$ cat src/rtl/mul_operand_sequencer_pkg.sv
// Shared types and defaults for the multiplier operand sequencer.
package mul_seq_pkg;

    localparam int MUL_WIDTH  = 6;
    localparam int MUL_CYCLES = 7;

    typedef enum logic [1:0] {
        IDLE = 2'd0,
        LOAD = 2'd1,
        WAIT = 2'd2,
        DONE = 2'd3
    } mul_state_e;

    typedef struct packed {
        logic [MUL_WIDTH-1:0] a;
        logic [MUL_WIDTH-1:0] b;
    } operand_pair_t;

endpackage

$ cat src/rtl/mul_operand_sequencer_fifo.sv
// Circular operand FIFO (power-of-2 depth, wrap-around pointers, occupancy count).
// Used by mul_operand_sequencer only when MUL_SEQ_FIFO_EN is defined.
module operand_fifo
    import mul_seq_pkg::*;
#(
    parameter int WIDTH      = MUL_WIDTH,
    parameter int FIFO_DEPTH = 4
) (
    input  logic             clk,
    input  logic             reset,
    input  logic             push,
    input  logic [WIDTH-1:0] push_a,
    input  logic [WIDTH-1:0] push_b,
    input  logic             pop,
    output logic [WIDTH-1:0] head_a,
    output logic [WIDTH-1:0] head_b,
    output logic             full,
    output logic             empty
);

    localparam int PW = (FIFO_DEPTH > 1) ? $clog2(FIFO_DEPTH) : 1;
    localparam logic [PW:0]   DEPTH_C = (PW+1)'(FIFO_DEPTH);
    localparam logic [PW:0]   CNT_ONE = (PW+1)'(1);
    localparam logic [PW-1:0] PTR_ONE = PW'(1);

    logic [2*WIDTH-1:0] mem_r [FIFO_DEPTH];
    logic [PW-1:0]      wr_ptr_r;
    logic [PW-1:0]      rd_ptr_r;
    logic [PW:0]        count_r;
    logic               do_push_s;
    logic               do_pop_s;

    assign full      = (count_r == DEPTH_C);
    assign empty     = (count_r == {(PW+1){1'b0}});
    assign do_push_s = push && !full;
    assign do_pop_s  = pop && !empty;
    assign head_a    = mem_r[rd_ptr_r][2*WIDTH-1:WIDTH];
    assign head_b    = mem_r[rd_ptr_r][WIDTH-1:0];

    // Storage, pointers and occupancy; power-of-2 depth lets pointers wrap by overflow.
    always_ff @(posedge clk or posedge reset) begin
        if (reset) begin
            for (int i = 0; i < FIFO_DEPTH; i++) begin
                mem_r[i] <= {(2*WIDTH){1'b0}};
            end
            wr_ptr_r <= {PW{1'b0}};
            rd_ptr_r <= {PW{1'b0}};
            count_r  <= {(PW+1){1'b0}};
        end else begin
            if (do_push_s) begin
                mem_r[wr_ptr_r] <= {push_a, push_b};
                wr_ptr_r        <= wr_ptr_r + PTR_ONE;
            end
            if (do_pop_s) begin
                rd_ptr_r <= rd_ptr_r + PTR_ONE;
            end
            case ({do_push_s, do_pop_s})
                2'b10:   count_r <= count_r + CNT_ONE;
                2'b01:   count_r <= count_r - CNT_ONE;
                default: count_r <= count_r;
            endcase
        end
    end

endmodule

$ cat src/rtl/mul_operand_sequencer.sv
// Operand sequencer wrapping the shift-add multiplier: buffers pairs, pulses load, captures product.
// Define MUL_SEQ_FIFO_EN for a FIFO_DEPTH-entry operand FIFO instead of a single holding register.
module mul_operand_sequencer #(
    parameter int WIDTH      = mul_seq_pkg::MUL_WIDTH,
    parameter int MUL_CYCLES = mul_seq_pkg::MUL_CYCLES
`ifdef MUL_SEQ_FIFO_EN
    ,
    parameter int FIFO_DEPTH = 4
`endif
) (
    input  logic               clk,
    input  logic               reset,
    input  logic               in_valid,
    output logic               in_ready,
    input  logic [WIDTH-1:0]   in_a,
    input  logic [WIDTH-1:0]   in_b,
    output logic               mul_load,
    output logic [WIDTH-1:0]   mul_a,
    output logic [WIDTH-1:0]   mul_b,
    input  logic [2*WIDTH-1:0] mul_product,
    output logic               out_valid,
    input  logic               out_ready,
    output logic [2*WIDTH-1:0] out_product,
    output logic               busy
);

    import mul_seq_pkg::*;

    localparam int CW = (MUL_CYCLES > 2) ? $clog2(MUL_CYCLES) : 1;
    localparam logic [CW-1:0] CNT_LAST = CW'(MUL_CYCLES - 1);
    localparam logic [CW-1:0] CNT_ONE  = CW'(1);

    mul_state_e         state_r;
    logic [CW-1:0]      cnt_r;
    logic               mul_load_r;
    logic [WIDTH-1:0]   mul_a_r;
    logic [WIDTH-1:0]   mul_b_r;
    logic               out_valid_r;
    logic [2*WIDTH-1:0] out_product_r;

    logic               push_s;
    logic               pop_s;
    logic               buf_full_s;
    logic               buf_empty_s;
    logic [WIDTH-1:0]   buf_a_s;
    logic [WIDTH-1:0]   buf_b_s;

    // Acceptance depends only on registered occupancy, so a same-cycle pop never frees a slot early.
    assign in_ready = !buf_full_s;
    assign push_s   = in_valid && !buf_full_s;
    assign pop_s    = (state_r == IDLE) && !buf_empty_s;

`ifdef MUL_SEQ_FIFO_EN
    operand_fifo #(
        .WIDTH      (WIDTH),
        .FIFO_DEPTH (FIFO_DEPTH)
    ) u_fifo (
        .clk    (clk),
        .reset  (reset),
        .push   (push_s),
        .push_a (in_a),
        .push_b (in_b),
        .pop    (pop_s),
        .head_a (buf_a_s),
        .head_b (buf_b_s),
        .full   (buf_full_s),
        .empty  (buf_empty_s)
    );
`else
    logic             hold_full_r;
    logic [WIDTH-1:0] hold_a_r;
    logic [WIDTH-1:0] hold_b_r;

    assign buf_full_s  = hold_full_r;
    assign buf_empty_s = !hold_full_r;
    assign buf_a_s     = hold_a_r;
    assign buf_b_s     = hold_b_r;

    // Single-entry lookahead register; push only when empty and pop only when full, so never both.
    always_ff @(posedge clk or posedge reset) begin
        if (reset) begin
            hold_full_r <= 1'b0;
            hold_a_r    <= {WIDTH{1'b0}};
            hold_b_r    <= {WIDTH{1'b0}};
        end else if (push_s) begin
            hold_full_r <= 1'b1;
            hold_a_r    <= in_a;
            hold_b_r    <= in_b;
        end else if (pop_s) begin
            hold_full_r <= 1'b0;
        end else begin
            hold_full_r <= hold_full_r;
        end
    end
`endif

    // Sequencing FSM: one multiplication in flight, fixed wait, then hold the result until taken.
    always_ff @(posedge clk or posedge reset) begin
        if (reset) begin
            state_r       <= IDLE;
            cnt_r         <= {CW{1'b0}};
            mul_load_r    <= 1'b0;
            mul_a_r       <= {WIDTH{1'b0}};
            mul_b_r       <= {WIDTH{1'b0}};
            out_valid_r   <= 1'b0;
            out_product_r <= {(2*WIDTH){1'b0}};
        end else begin
            case (state_r)
                IDLE: begin
                    if (pop_s) begin
                        mul_a_r    <= buf_a_s;
                        mul_b_r    <= buf_b_s;
                        mul_load_r <= 1'b1;
                        state_r    <= LOAD;
                    end
                end
                LOAD: begin
                    mul_load_r <= 1'b0;
                    cnt_r      <= {CW{1'b0}};
                    state_r    <= WAIT;
                end
                WAIT: begin
                    cnt_r <= cnt_r + CNT_ONE;
                    if (cnt_r == CNT_LAST) begin
                        out_product_r <= mul_product;
                        out_valid_r   <= 1'b1;
                        state_r       <= DONE;
                    end
                end
                DONE: begin
                    if (out_ready) begin
                        out_valid_r <= 1'b0;
                        state_r     <= IDLE;
                    end
                end
                default: begin
                    mul_load_r  <= 1'b0;
                    out_valid_r <= 1'b0;
                    state_r     <= IDLE;
                end
            endcase
        end
    end

    assign mul_load    = mul_load_r;
    assign mul_a       = mul_a_r;
    assign mul_b       = mul_b_r;
    assign out_valid   = out_valid_r;
    assign out_product = out_product_r;
    assign busy        = (state_r != IDLE) || !buf_empty_s;

endmodule

$ cat config.mk
export PLATFORM = sky130hd
export DESIGN_NAME = mul_operand_sequencer
export DESIGN_NICKNAME = d
export VERILOG_FILES = /design/src/rtl/mul_operand_sequencer_pkg.sv /design/src/rtl/mul_operand_sequencer_fifo.sv /design/src/rtl/mul_operand_sequencer.sv
export SDC_FILE = /design/constraint.sdc
export NUM_CORES = 1
export LEC_CHECK = 0
export BUFFER_PORTS_ARGS = -buffer_cell sky130_fd_sc_hd__clkbuf_2
export CAP_MARGIN = 10
export CORE_MARGIN = 4
export CORE_UTILIZATION = 50
export DETAILED_ROUTE_END_ITERATION = 12
export PLACE_DENSITY = 0.74
export SYNTH_ARGS = -nofsm -noshare
export SYNTH_HDL_FRONTEND = slang
export SYNTH_HIERARCHICAL = 1
export SYNTH_SLANG_ARGS = --single-unit
export TNS_END_PERCENT = 50
$ cat constraint.sdc
create_clock -name clk -period 1.7 [get_ports clk]
set_input_delay 0.17 -clock clk [delete_from_list [all_inputs] [get_ports clk]]
set_output_delay 0.17 -clock clk [all_outputs]
set_load 0.03 [all_outputs]
==> parameters.txt <==
Parameter                              Value

Synth
  Synth Area in Compound Gates    3.84%
  Sequential-to-total area share from yosys stat    around three fifths
  Distinct cell type count after synthesis    19
  Cell Area, Synth    between 1500 and 2000 sq um
  Flop and latch count out of synthesis    44
  Number of warnings issued by yosys    6
  Simple-gate portion of the synthesized area    2.93%
  Number of standard cells after synthesis    120
  Synthesized area per cell    15.0 sq um
  Mapped Nets    approximately 160
  Xor/xnor share of the synthesized area    0%
  Mux share of post-synthesis cell area    around 24%
  Post-synthesis share of cell area spent on full adders, half adders and majority gates    ~4.9%
  Combinational family with the most area after synthesis    multiplexers

Critical path
  Cell count of the worst reg-to-reg path    4
  Sort of element at the end of the critical path    output pin
  Cell type group with the largest total delay on the critical path    flip-flops
  Buffer and inverter count on the worst path    2
  Critical-path cell with the highest stage delay    sky130_fd_sc_hd__dfrtp_1
  Required time at the worst-slack endpoint    approximately 1.5 ns
  Worst reg2reg endpoint    out_product[1]$_DFFE_PP0P_
  Worst path arrival time    approximately 1.4 ns
  Kind of start point of the critical path    flop
  Delay of the slowest cell on the worst path    about 0.42 ns
  Worst reg-to-reg setup slack    0.15 ns
  Cells traversed along the worst timing path    inv_1, ha_1, nand2b_1, clkbuf_2
  Start of the worst register-to-register path    state_r[0]$_DFFE_PP0P_
  Setup CP Type    reg2out
  Crit Path Max Fanout    4

Die
  Row count    21
  Starting density of the core    a little over half
  Floorplan die height    a little under 70 um
  Die X    approximately 68 um
  Area of the core    between 3000 and 4000 sq um
  Die outline area    ~4600 sq um
  Top-Level Pins    56

Timing
  Slew Limit Headroom    64.9%
  Final setup margin    approximately 0.11 ns
  Final critical-path share of the clock period    between 90% and 100%
  Final setup violation count    0
  Final Max Slew Viols    0
  Post-route minimum period    ~1.6 ns
  Setup skew after layout    ~0.012 ns
  Hold WS    0.0393 ns
  Highest Clock Rate    around 630 MHz
  RSZ-0062 raised after global routing    false
  Final TNS setup    0 ns
  Fin. Hold Viols    0
  Transition time at the pin with the least slew margin    approximately 0.53 ns

Pwr
  Seq pwr share    41.4%
  Post-layout power    3.98 mW
  Internal power component    roughly 2.5 mW
  Switching Power    roughly 1.5 mW
  Power per cell area    1770 nW/um^2
  Switching power as a share of total power    between 30 and 40%
  Worst VDD drop    around 0.67 mV
  Relative contribution of the clock network to total power    between 10% and 20%
  Leakage power    1.12 nW
  Combinational power share    about two fifths

Route
  DRT Wirelength    between 3 and 4 mm
  Remaining antenna violation count    0
  Initial DRT Pass Iterations    4
  Total length of routed met2 wires    about 1.7 mm
  Highest Signal Layer    met4
  Ratio of routed vias to standard cells    around 5
  Routed via count    1,154
  Initial drt markers    33
  Per-cell routed wire length    14.3 um
  DRC    0
  Total met3 wirelength after detailed routing    261 um
  Met1 Routed Length    roughly 1.3 mm

Finish
  Layout net count    between 200 and 250
  Filler instances    269
  Number of antenna cells inserted    0
  Layout cell share with drive strength beyond 1    a little under three fifths
  Most common cell after layout, fill and taps aside    sky130_fd_sc_hd__clkbuf_2
  Area taken by multi-input logic gates    roughly 650 sq um
  P&R area growth vs syn    25.2%
  Flip-flop and latch area    between 1000 and 1500 sq um
  Highest-count cells in the layout ignoring fill and taps    55 x sky130_fd_sc_hd__clkbuf_2, 44 x sky130_fd_sc_hd__dfrtp_1, 37 x sky130_fd_sc_hd__mux2_2

Clock tree
  H-tree levels    2
  Clock-pin slew of the registers on the worst-case setup and hold paths    between 0.1 and 0.15 ns
  Maximum clock insertion buffer count    2
  Clock insertion delay at the later pin of the skew report    about 0.35 ns
  Root buf cell    sky130_fd_sc_hd__clkbuf_4
  Number of CTS-inserted buffers    5
  TritonCTS clock tree    yes
  Clk sinks    44

Place
  Half-perimeter wire length after detailed placement    between 2 and 3 mm
  Post-placement setup slack    0.0466 ns
  IO Port Bufs    55
  Gp weighted congestion    roughly 0.67

Global route
  Vias in the first global route    between 1k and 1.5k
  Maximum number of pins on one net before global-route repair    between 40 and 50
  Grt total ovfl    0
  Global-route wire length before repair    5.31 mm
  GRT Overall Usage    between 15 and 20%
  Initial antenna violation count    0

Status
  Status    completed

Run
  Maximum capacitance violations    0

Hold path
  Hold Path Sink    buf_a_s[1]$_DFFE_PP0P_
  Start point of the worst hold path    in_a[1]
  Hold Path Depth    2
  Kind of path behind the tightest hold check    in2reg
==> routing by layer <==
metal  track usage, %  vias to the layer above
met4             6.70                        0
met5                0                        -
met3             5.25                        8
met2             29.5                       40
met1             15.7                      558
li1                 -                      548
==> metrics by stage <==
step | util (%) | area, sq um | instances
2_1_floorplan | - | 1790 | 120
3_3_place_gp | 63.1 | 2140 | 222
3_5_place_dp | 63.1 | 2140 | 222
4_1_cts | 66.1 | 2240 | 231
5_1_grt | 66.3 | 2250 | 231
6_report | 66.3 | 2250 | 231
==> worst max-delay path by stage <==
stage                            from                     endpoint  slack, ns  depth (start not counted)
6_report       state_r[0]$_DFFE_PP0P_                         busy       0.11                          4
2_1_floorplan  state_r[0]$_DFFE_PP0P_         mul_a[4]$_DFFE_PP0P_       0.21                          5
3_3_place_gp   state_r[0]$_DFFE_PP0P_  out_product[11]$_DFFE_PP0P_       0.17                          4
5_1_grt        state_r[0]$_DFFE_PP0P_                         busy      0.005                          4
3_5_place_dp   state_r[0]$_DFFE_PP0P_   out_product[4]$_DFFE_PP0P_       0.05                          4
4_1_cts        state_r[0]$_DFFE_PP0P_   out_product[8]$_DFFE_PP0P_       0.03                          4
==> power groups by stage <==
stage / clock network [mW] / logic [mW] / registers (mW)
2_1_floorplan: 0 / 0.864 / 1.99
3_3_place_gp: 0 / 1.59 / 1.64
3_5_place_dp: 0 / 1.67 / 1.68
4_1_cts: 0.698 / 1.67 / 1.66
5_1_grt: 0.752 / 1.79 / 1.70
6_report: 0.683 / 1.65 / 1.65
==> synthesized netlist by cell type <==
| library cell | n | area, sq um |
|---|---|---|
| sky130_fd_sc_hd__o21ai_0 | 3 | 15.0 |
| sky130_fd_sc_hd__nand3_1 | 1 | 5.00 |
| sky130_fd_sc_hd__o21a_1 | 1 | 7.51 |
| sky130_fd_sc_hd__nand3_2 | 1 | 10.0 |
| sky130_fd_sc_hd__o32a_1 | 1 | 10.0 |
| sky130_fd_sc_hd__dfrtp_1 | 44 | 1100 |
| sky130_fd_sc_hd__inv_2 | 1 | 3.75 |
| sky130_fd_sc_hd__mux2i_1 | 2 | 20.0 |
| sky130_fd_sc_hd__ha_1 | 7 | 87.6 |
| sky130_fd_sc_hd__nand2_1 | 5 | 18.8 |
| sky130_fd_sc_hd__nand2b_1 | 1 | 6.26 |
| sky130_fd_sc_hd__nor2b_1 | 2 | 12.5 |
| sky130_fd_sc_hd__buf_4 | 1 | 7.51 |
| sky130_fd_sc_hd__inv_1 | 7 | 26.3 |
| sky130_fd_sc_hd__mux2_2 | 37 | 417 |
| sky130_fd_sc_hd__buf_2 | 2 | 10.0 |
| sky130_fd_sc_hd__a222oi_1 | 1 | 10.0 |
| sky130_fd_sc_hd__a22o_1 | 1 | 8.76 |
| sky130_fd_sc_hd__o2bb2ai_1 | 2 | 17.5 |
==> registers in the layout, indices dropped and copies added (netlist names) <==
register     count
mul_b            6
mul_load         1
buf_a_s          6
out_product     12
cnt_r            3
state_r          2
mul_a            6
out_valid        1
buf_full_s       1
buf_b_s          6
==> logic make-up after synthesis <==
family | after synthesis
mux | 39
simple gates | 10
flops | 44
fa+ha+maj | 7
buf+inv | 11
compound gates | 9
==> cell type report <==
class                      count  area share [%]
sequential                    44            49.0
tap                           46            2.56
timing repair buffer          60            14.0
multi-input combinational     65            29.1
clock buffer                   6            2.28
clock inverter                 2            1.73
inverter                       8            1.34
==> timing repair <==
action,CTS,global route
buffers inserted,0,0
setup endpoints to repair,0,12
endpoints found under the hold margin,44,0
gates resized for setup,0,1
hold buffers,1,0
No activity file was read; power rests on OpenSTA's default activity.
